<file path="config.mk">
export PLATFORM = sky130hd
export DESIGN_NAME = mshr_rsp
export DESIGN_NICKNAME = d
export VERILOG_FILES = /design/src/rtl/mshr_rsp.sv
export SDC_FILE = /design/constraint.sdc
export NUM_CORES = 1
export LEC_CHECK = 0
export CAP_MARGIN = 5
export CORE_MARGIN = 2
export CORE_UTILIZATION = 38
export CTS_CLUSTER_SIZE = 14
export DETAILED_ROUTE_END_ITERATION = 6
export SKIP_CTS_REPAIR_TIMING = 1
export SYNTH_ARGS = -nofsm -noshare
export SYNTH_HDL_FRONTEND = slang
export SYNTH_SLANG_ARGS = --single-unit
</file>
<file path="constraint.sdc">
create_clock -name clk -period 13.8 [get_ports clk]
set_input_delay 2.07 -clock clk [delete_from_list [all_inputs] [get_ports clk]]
set_output_delay 2.07 -clock clk [all_outputs]
set_load 0.01 [all_outputs]
</file>
<file path="src/rtl/mshr_rsp.sv">
// mshr_rsp: response-side MSHR. Tracks accepted memory requests in allocation
// order, completes them out of order by memory tag, and hands finished fills
// to the D-cache in order through a valid/ack handshake.

package mshr_rsp_pkg;
  localparam int unsigned DCACHE_TAG_W        = 20;
  localparam int unsigned DCACHE_IDX_W        = 6;
  localparam int unsigned DCACHE_WORD_IN_BITS = 64;

  typedef enum logic [1:0] {
    NONE  = 2'd0,
    GET_S = 2'd1,
    GET_M = 2'd2,
    PUT_M = 2'd3
  } message_t;
endpackage

module mshr_rsp
  import mshr_rsp_pkg::*;
#(
  parameter int unsigned MSHR_NUM  = 4,
  parameter int unsigned MEM_TAG_W = 4
) (
  input  logic                           clk,
  input  logic                           rst,
  input  logic                           mshr_rsp_alloc_en_i,
  input  logic [DCACHE_TAG_W-1:0]        mshr_rsp_tag_i,
  input  logic [DCACHE_IDX_W-1:0]        mshr_rsp_idx_i,
  input  message_t                       mshr_rsp_message_i,
  input  logic                           mshr_rsp_stq_c_flag_i,
  input  logic [MEM_TAG_W-1:0]           mshr_rsp_mem_tag_i,
  input  logic [MEM_TAG_W-1:0]           mem2mshr_rsp_tag_i,
  input  logic [DCACHE_WORD_IN_BITS-1:0] mem2mshr_rsp_data_i,
  output logic                           mshr_rsp_fill_en_o,
  output logic [DCACHE_TAG_W-1:0]        mshr_rsp_fill_tag_o,
  output logic [DCACHE_IDX_W-1:0]        mshr_rsp_fill_idx_o,
  output logic [DCACHE_WORD_IN_BITS-1:0] mshr_rsp_fill_data_o,
  output message_t                       mshr_rsp_fill_message_o,
  output logic                           mshr_rsp_fill_stq_c_flag_o,
  input  logic                           mshr_rsp_fill_ack_i,
  input  logic [DCACHE_TAG_W-1:0]        lq2mshr_rsp_tag_i,
  input  logic [DCACHE_IDX_W-1:0]        lq2mshr_rsp_idx_i,
  output logic                           mshr_rsp_lq_hit_o,
  output logic                           mshr_rsp_orphan_o,
  output logic                           mshr_rsp_full_o,
  output logic                           mshr_rsp_empty_o
);

  localparam int unsigned PTR_W = (MSHR_NUM > 1) ? $clog2(MSHR_NUM) : 1;
  localparam int unsigned CNT_W = PTR_W + 1;

  // Entry storage
  logic [MSHR_NUM-1:0]            vld_q;
  logic [MSHR_NUM-1:0]            done_q;
  logic [MSHR_NUM-1:0]            stq_q;
  logic [DCACHE_TAG_W-1:0]        tag_q     [MSHR_NUM];
  logic [DCACHE_IDX_W-1:0]        idx_q     [MSHR_NUM];
  message_t                       msg_q     [MSHR_NUM];
  logic [MEM_TAG_W-1:0]           mem_tag_q [MSHR_NUM];
  logic [DCACHE_WORD_IN_BITS-1:0] data_q    [MSHR_NUM];

  // Pointers carry the wrap bit in their MSB
  logic [CNT_W-1:0] head_q, tail_q, count;
  logic [PTR_W-1:0] head_idx, tail_idx;

  logic                rsp_present;
  logic [MSHR_NUM-1:0] rsp_hit;
  logic                alloc_ok;
  logic                head_ready;
  logic                retire;

  assign head_idx    = head_q[PTR_W-1:0];
  assign tail_idx    = tail_q[PTR_W-1:0];
  assign count       = tail_q - head_q;
  assign rsp_present = (mem2mshr_rsp_tag_i != '0);

  assign mshr_rsp_full_o  = (count == CNT_W'(MSHR_NUM));
  assign mshr_rsp_empty_o = (head_q == tail_q);

  assign alloc_ok   = mshr_rsp_alloc_en_i & ~mshr_rsp_full_o;
  assign head_ready = vld_q[head_idx] & done_q[head_idx];
  assign retire     = head_ready & ((msg_q[head_idx] == PUT_M) | mshr_rsp_fill_ack_i);

  assign mshr_rsp_fill_en_o         = head_ready & (msg_q[head_idx] != PUT_M);
  assign mshr_rsp_fill_tag_o        = tag_q[head_idx];
  assign mshr_rsp_fill_idx_o        = idx_q[head_idx];
  assign mshr_rsp_fill_data_o       = data_q[head_idx];
  assign mshr_rsp_fill_message_o    = msg_q[head_idx];
  assign mshr_rsp_fill_stq_c_flag_o = stq_q[head_idx];

  // Response tag match and load-queue lookup against registered entries only
  always_comb begin
    rsp_hit           = '0;
    mshr_rsp_lq_hit_o = 1'b0;
    for (int i = 0; i < int'(MSHR_NUM); i++) begin
      rsp_hit[i] = rsp_present & vld_q[i] & ~done_q[i] &
                   (mem_tag_q[i] == mem2mshr_rsp_tag_i);
      if (vld_q[i] && !done_q[i] &&
          (msg_q[i] == GET_S || msg_q[i] == GET_M) &&
          tag_q[i] == lq2mshr_rsp_tag_i && idx_q[i] == lq2mshr_rsp_idx_i)
        mshr_rsp_lq_hit_o = 1'b1;
    end
    mshr_rsp_orphan_o = rsp_present & ~(|rsp_hit);
  end

  // Allocate at tail, complete by tag, retire at head
  always_ff @(posedge clk or posedge rst) begin
    if (rst) begin
      vld_q  <= '0;
      done_q <= '0;
      stq_q  <= '0;
      for (int i = 0; i < int'(MSHR_NUM); i++) begin
        tag_q[i]     <= '0;
        idx_q[i]     <= '0;
        msg_q[i]     <= NONE;
        mem_tag_q[i] <= '0;
        data_q[i]    <= '0;
      end
      head_q <= '0;
      tail_q <= '0;
    end else begin
      for (int i = 0; i < int'(MSHR_NUM); i++) begin
        if (rsp_hit[i]) begin
          done_q[i] <= 1'b1;
          data_q[i] <= mem2mshr_rsp_data_i;
        end
      end
      if (alloc_ok) begin
        vld_q[tail_idx]     <= 1'b1;
        done_q[tail_idx]    <= (mshr_rsp_message_i == PUT_M);
        stq_q[tail_idx]     <= mshr_rsp_stq_c_flag_i;
        tag_q[tail_idx]     <= mshr_rsp_tag_i;
        idx_q[tail_idx]     <= mshr_rsp_idx_i;
        msg_q[tail_idx]     <= mshr_rsp_message_i;
        mem_tag_q[tail_idx] <= mshr_rsp_mem_tag_i;
        data_q[tail_idx]    <= '0;
        tail_q              <= tail_q + CNT_W'(1);
      end
      if (retire) begin
        vld_q[head_idx]     <= 1'b0;
        done_q[head_idx]    <= 1'b0;
        stq_q[head_idx]     <= 1'b0;
        tag_q[head_idx]     <= '0;
        idx_q[head_idx]     <= '0;
        msg_q[head_idx]     <= NONE;
        mem_tag_q[head_idx] <= '0;
        data_q[head_idx]    <= '0;
        head_q              <= head_q + CNT_W'(1);
      end
    end
  end

endmodule

</file>
==> results of run 1 <==
layout by cell type, fill, tap and decap left out, types with 7 or more instances in the layout:
cell and n:
nand2_1 274, clkdlybuf4s50_1 228, a21oi_1 137, nor4_1 21, clkbuf_8 13, mux2i_1 256, mux4_2 94, ha_1 10
xnor2_1 68, clkinv_2 8, dfrtp_1 400, clkbuf_16 47, buf_4 27, clkbuf_1 7, nor2_1 268, nand4_1 22
xor2_1 63
how the worst max path moves through the flow:
stage                   endpoint  cells past startpoint
2_1_floorplan          data_q[0]                      1
4_1_cts        mshr_rsp_orphan_o                      7
3_5_place_dp   mshr_rsp_orphan_o                      7
6_report       mshr_rsp_orphan_o                      7
5_1_grt        mshr_rsp_orphan_o                      7
3_3_place_gp   mshr_rsp_orphan_o                      7
Yosys cell counts, drive strengths merged:
cell type,count
a21o,4
a21oi,142
and2,1
buf,88
clkbuf,48
dfrtp,402
ha,10
inv,5
mux2,1
mux2i,256
mux4,94
nand2,274
nand2b,4
nand3,4
nand4,22
nor2,268
nor2b,5
nor3,4
nor3b,8
nor4,21
o21ai,2
xnor2,68
xor2,63
through the flow:
stage	instances	setup slack, ps	power [mW]
6_report	2677	6770	5.91
5_1_grt	2676	6590	6.28
4_1_cts	2675	6740	5.97
3_5_place_dp	2593	6750	4.69
3_3_place_gp	2593	6720	4.63
2_1_floorplan	1794	549	3.65
cell type report:
type | instances | area share, %
Clock buffer | 67 | 5.68
Tap cell | 680 | 3.50
Clock inverter | 15 | 0.736
Sequential cell | 402 | 41.4
Inverter | 5 | 0.108
Timing Repair Buffer | 255 | 10.2
Antenna cell | 2 | 0.0206
Multi-Input combinational cell | 1251 | 38.4
flip-flops by register name, summed over array words and instances, names as in the netlist:
register and cells:
head_q 3, data_q 256, vld_q 4, done_q 4, stq_q 4, tail_q 3, tag_q 80, idx_q 24
mem_tag_q 16, msg_q 8
worst max-delay path: stages:
cell	delay, ps
clkdlybuf4s50_1	540
nor4_1	740
nor4_1	210
nand3_4	480
nand4_1	150
nor2_1	120
clkdlybuf4s50_1	650
metal layers:
layer | part of all wire, % | vias up | GRT usage (%) | wire, µm
li1 | - | 6457 | - | -
met4 | 1.8 | 14 | 4.86 | 1070
met2 | 48 | 526 | 35.9 | 28500
met5 | 0.14 | - | 0 | 84
met1 | 43 | 7222 | 30.9 | 25600
met3 | 7.4 | 91 | 4.93 | 4440
power by group through the flow:
stage	Sequential, mW	Clock, mW	Combinational, mW
2_1_floorplan	1.99	0	1.66
3_5_place_dp	2.14	0	2.55
4_1_cts	2.12	1.29	2.56
5_1_grt	2.19	1.34	2.75
3_3_place_gp	2.11	0	2.52
6_report	2.12	1.25	2.53
cells by family (layout without fill, tap and decap cells):
| logic type | Yosys count | in the layout | synth area share [%] |
|---|---|---|---|
| AND/OR/NAND/NOR | 611 | 611 | 12.5 |
| flip-flops | 402 | 402 | 50.6 |
| multiplexers | 351 | 351 | 23.6 |
| AO/OA/AOI/OAI | 148 | 148 | 3.79 |
| buffers and inverters | 141 | 342 | 3.18 |
| XOR/XNOR | 131 | 131 | 5.77 |
| adder cells (fa/ha/maj) | 10 | 10 | 0.629 |
| other | 0 | 2 | 0 |
==> results.md, run 1 <==
- Most area-consuming cells after synthesis: dfrtp_1 51%, mux2i_1 13%, mux4_2 11%
- RSZ-0062 raised after global routing: false
- Clock Pin Slew Worst Setup and Hold Paths: 50 ps
- Max_slew headroom: 28.0%
- Max clock buf depth: 3
- Leakage: ~12 nW
- Arrival @ worst endpoint: roughly 5000 ps
- H-tree levels: 2
- Seq/Total Area, Yosys: 50.6%
- Die H: 233 µm
- Reg area: 0.0101 mm²
- GRT overflow: 0
- I/O pin count: 229
- Via count: 14.3k
- Final period util: between 50% and 60%
- Post-synthesis cell count: between 1.5k and 2k
- Core Region: 0.0515 mm²
- Global Route Usage Sum: 22.3%
- Seq pwr share: a little over a third
- CTS tree: done
- Final Slew Violations: 0
- Startpoint Class: primary input
- Initial antenna violation count: 10
- Vias in the first global route: 14.7k
- Clock share of power: 21.2%
- First-pass GRT wire length: 92,000 µm
- Outcome: complete, no violations
- Area post-placement: 0.0228 mm²
- Hold path depth: 1
- Detail Route Antenna Nets: 0
- Gate power share: between 40 and 50%
- YS warnings: 0
- Crit path required time: between 10,000 and 15,000 ps
- Avg Synthesized Cell Area: about 11 µm²
- Setup CP Type: primary input to primary output
- Multi-input logic area: 0.00933 mm²
- Hold Path Class: register to register
- Per-cell routed wire length: 22.3 µm
- Share of cells above drive strength 1: 10.9%
- Sw frac: 37.9%
- Vias per cell: approximately 5.3
- Clock Skews: 27.8 ps
- Worst Tran Pin Value: 1080 ps
- DRC Markers: 0
- Final setup violation count: 0
- Synth cell types: 28
- Clk_lat worst skew: ~600 ps
- Placer Congestion: 0.917
- Final Hold Viols: 0
- F_max: 142 MHz
- Synth Net Count: 1,935
- Worst vdd ir: 195 µV
- First-iteration detailed-routing DRC count: about 1.2k
- # clock sinks: between 400 and 500
- Leading area contributor after synthesis: dfrtp_1
- Max cap viols: 0
- Synth-to-Final Area Change: 22.3%
- Die area: 0.0542 mm²
- Post-route cell area: 0.0243 mm²
- Fill cells: 4,754
- Reg2Reg Capture Point: data_q[61]
- FF-to-FF Start: head_q[0]
- Reg2Reg Setup Slack: 9100 ps
- Syn Std Cell Area: 0.0199 mm²
- PD cells: 243 mW/mm²
- Die Wd: 233 µm
- WHS Endpoint: head_q[2]
- Setup TNS: 0 ps
- Total CTS buffers: 47
- # rows: 83
- Critical path fanouts, max: 29
- Psw: 2.24 mW
- Pre-antenna DRT Iters: 5
- Post-DP HPWL: 36,200 µm
- Routed WL: 59,800 µm
- Reg2Reg Depth: 9
- Largest net degree at the start of global routing: between 100 and 150
- Int Power: 3.67 mW
- Worst Setup End Kind: primary output
- Post-route minimum period: 7030 ps
- Hold_sp: head_q[2]
- Post-synth top area share: 50.6%
- Worst hold slack: 484 ps
- Root Driver: clkbuf_16
- Port bufs: 228
- Worst Setup SP: mem2mshr_rsp_tag_i[0]
- Starting Density: roughly two fifths
- Fin util: 47.2%
- Nets@finish: ~2.1k
- Yosys reg bits: about 400
No activity file was read; power rests on OpenSTA's default activity.
==> run 2: changes to the inputs <==
==> constraint.sdc (replaced) <==
create_clock -name clk -period 5.8 [get_ports clk]
set_input_delay 0.87 -clock clk [delete_from_list [all_inputs] [get_ports clk]]
set_output_delay 0.87 -clock clk [all_outputs]
set_load 0.01 [all_outputs]
==> run 2 against run 1 <==
  * Sequential share of layout area decreased by 0.30 points
  * Count of clock-buffer cells in the layout up 5
  * Largest cell class unchanged
  * Register-to-register slack worse by 7300 ps
  * Via count increased by 1.1%
  * Power is 140% higher
  * Worst hold slack gained 9.7 ps
  * Worst setup slack got worse by 5400 ps
  * Combinational power up 140%
  * Critical path type is now register to primary output
  * Global-route usage is 0.18 points higher
==> results.md, run 2 (same netlist as run 1, synthesis figures left out) <==
- Worst Setup End Kind: primary output
- Die Wd: 233 µm
- Worst hold slack: 493 ps
- Hold Path Class: register to register
- Commonest non-fill, non-tap cell in the layout: dfrtp_1
- Nets@finish: 2,109
- Biggest registers after layout: data_q (256), tag_q (80), idx_q (24)
- Most flops, register: data_q
- F_max: 228 MHz
- Fin util: 47.6%
- Per-cell routed wire length: 22.4 µm
- Max clock buf depth: 3
- Root Driver: clkbuf_16
- PD cells: 582 mW/mm²
- Final Hold Viols: 0
- Clock Pin Slew Worst Setup and Hold Paths: ~60 ps
- Vias in the first global route: approximately 15k
- # rows: a little over 80
- Post-route cell area: 0.0245 mm²
- Startpoint Class: register
- RSZ-0062 raised after global routing: false
- Global Route Usage Sum: 22.5%
- I/O pin count: 229
- Clock Skews: approximately 21 ps
- Setup TNS: 0 ps
- Setup CP Type: register to primary output
- Reg area: 0.0101 mm²
- Die H: 233 µm
- First-pass GRT wire length: 92,800 µm
- Core Region: 0.0515 mm²
- Placer Congestion: ~0.85
- Final period util: between 70% and 80%
- Post-DP HPWL: 37,100 µm
- Final Slew Violations: 0
- Setup WS pre-CTS: 1610 ps
- Die area: 0.0542 mm²
- Final WS setup: 1410 ps
- Detail Route Antenna Nets: 0
- GRT overflow: 0
- Worst Tran Pin Value: 1090 ps
- Most frequent cells in the layout: 400 x dfrtp_1, 274 x nand2_1, 268 x nor2_1
- Max cap viols: 0
- Starting Density: 38.6%
- Arrival @ worst endpoint: 3520 ps
- Largest net degree at the start of global routing: 149
- CTS tree: done
- Multi-input logic area: just over 0.009 mm²
- First-iteration detailed-routing DRC count: roughly 1.3k
- Post-route minimum period: 4390 ps
- Port bufs: 228
- Crit path required time: 4930 ps
- Via count: 14.5k
- H-tree levels: 2
- DRC Markers: 0
- Critical path fanouts, max: 28
- Vias per cell: 5.38
- Synth-to-Final Area Change: 23.2%
- Leakage: between 10 and 15 nW
- Pre-antenna DRT Iters: 5
- Clk_lat worst skew: approximately 600 ps
- Worst vdd ir: 288 µV
- Initial antenna violation count: 10
- Fill cells: approximately 4.7k
- Routed WL: approximately 60,000 µm
- Share of cells above drive strength 1: 11.1%
- Largest register FFs: 256
- Final setup violation count: 0
- Total CTS buffers: between 40 and 50
- Outcome: complete, no violations
- Area post-placement: between 0.02 and 0.025 mm²
- # clock sinks: around 400
- Max_slew headroom: 27.4%
## run 2: cell count changes in the layout (fill, tap and decap cells not counted), moves of 2 or more
cell	delta
clkinvlp_4	+3
diode_2	+3
bufinv_16	+2
clkinv_2	-5
clkinv_8	-2
buf_4	+3
buf_12	+3
clkbuf_1	+5
## run 2: layout make-up
cell class | instances | area share (%)
Multi-Input combinational cell | 1251 | 38.1
Clock inverter | 13 | 0.970
Antenna cell | 5 | 0.0511
Inverter | 5 | 0.0919
Clock buffer | 72 | 5.76
Tap cell | 680 | 3.47
Sequential cell | 402 | 41.1
Timing Repair Buffer | 261 | 10.5
## run 2: metal layers
layer / global-route usage (%) / vias to the layer above / routed length, µm
met4: 7.17 / 12 / 1450
met3: 4.88 / 108 / 4340
met2: 36.9 / 485 / 29100
li1: - / 6479 / -
met5: 0 / - / 85
met1: 29.7 / 7390 / 25300
## run 2: critical path, stage by stage (launching register included)
cell	delay [ps]
dfrtp_4	620
buf_4	580
buf_4	560
mux4_2	570
clkdlybuf4s50_1	550
## run 2: path summary, 6_finish.rpt
path,startpoint,endpoint,slack (ps),cells after the start
max,head_q[0],mshr_rsp_fill_data_o[3],1410,4
min,tail_q[2],tail_q[2],490,1
max reg2reg,head_q[1],data_q[198],1820,8
min reg2reg,tail_q[2],tail_q[2],490,1
max in group asynchronous,rst,data_q[145],3730,3
min in group asynchronous,rst,tag_q[60],780,2
## run 2: report_power, final
part / internal, mW / switching, mW
combinational: 2.85 / 3.23
clock: 1.91 / 1.23
sequential: 4.11 / 0.924
## run 2: per-stage QoR
| step | power, mW | instances |
|---|---|---|
| floorplan | 8.68 | 1794 |
| global placement | 11.0 | 2599 |
| detailed placement | 11.2 | 2599 |
| CTS | 14.4 | 2684 |
| global route | 15.1 | 2685 |
| finish | 14.3 | 2689 |
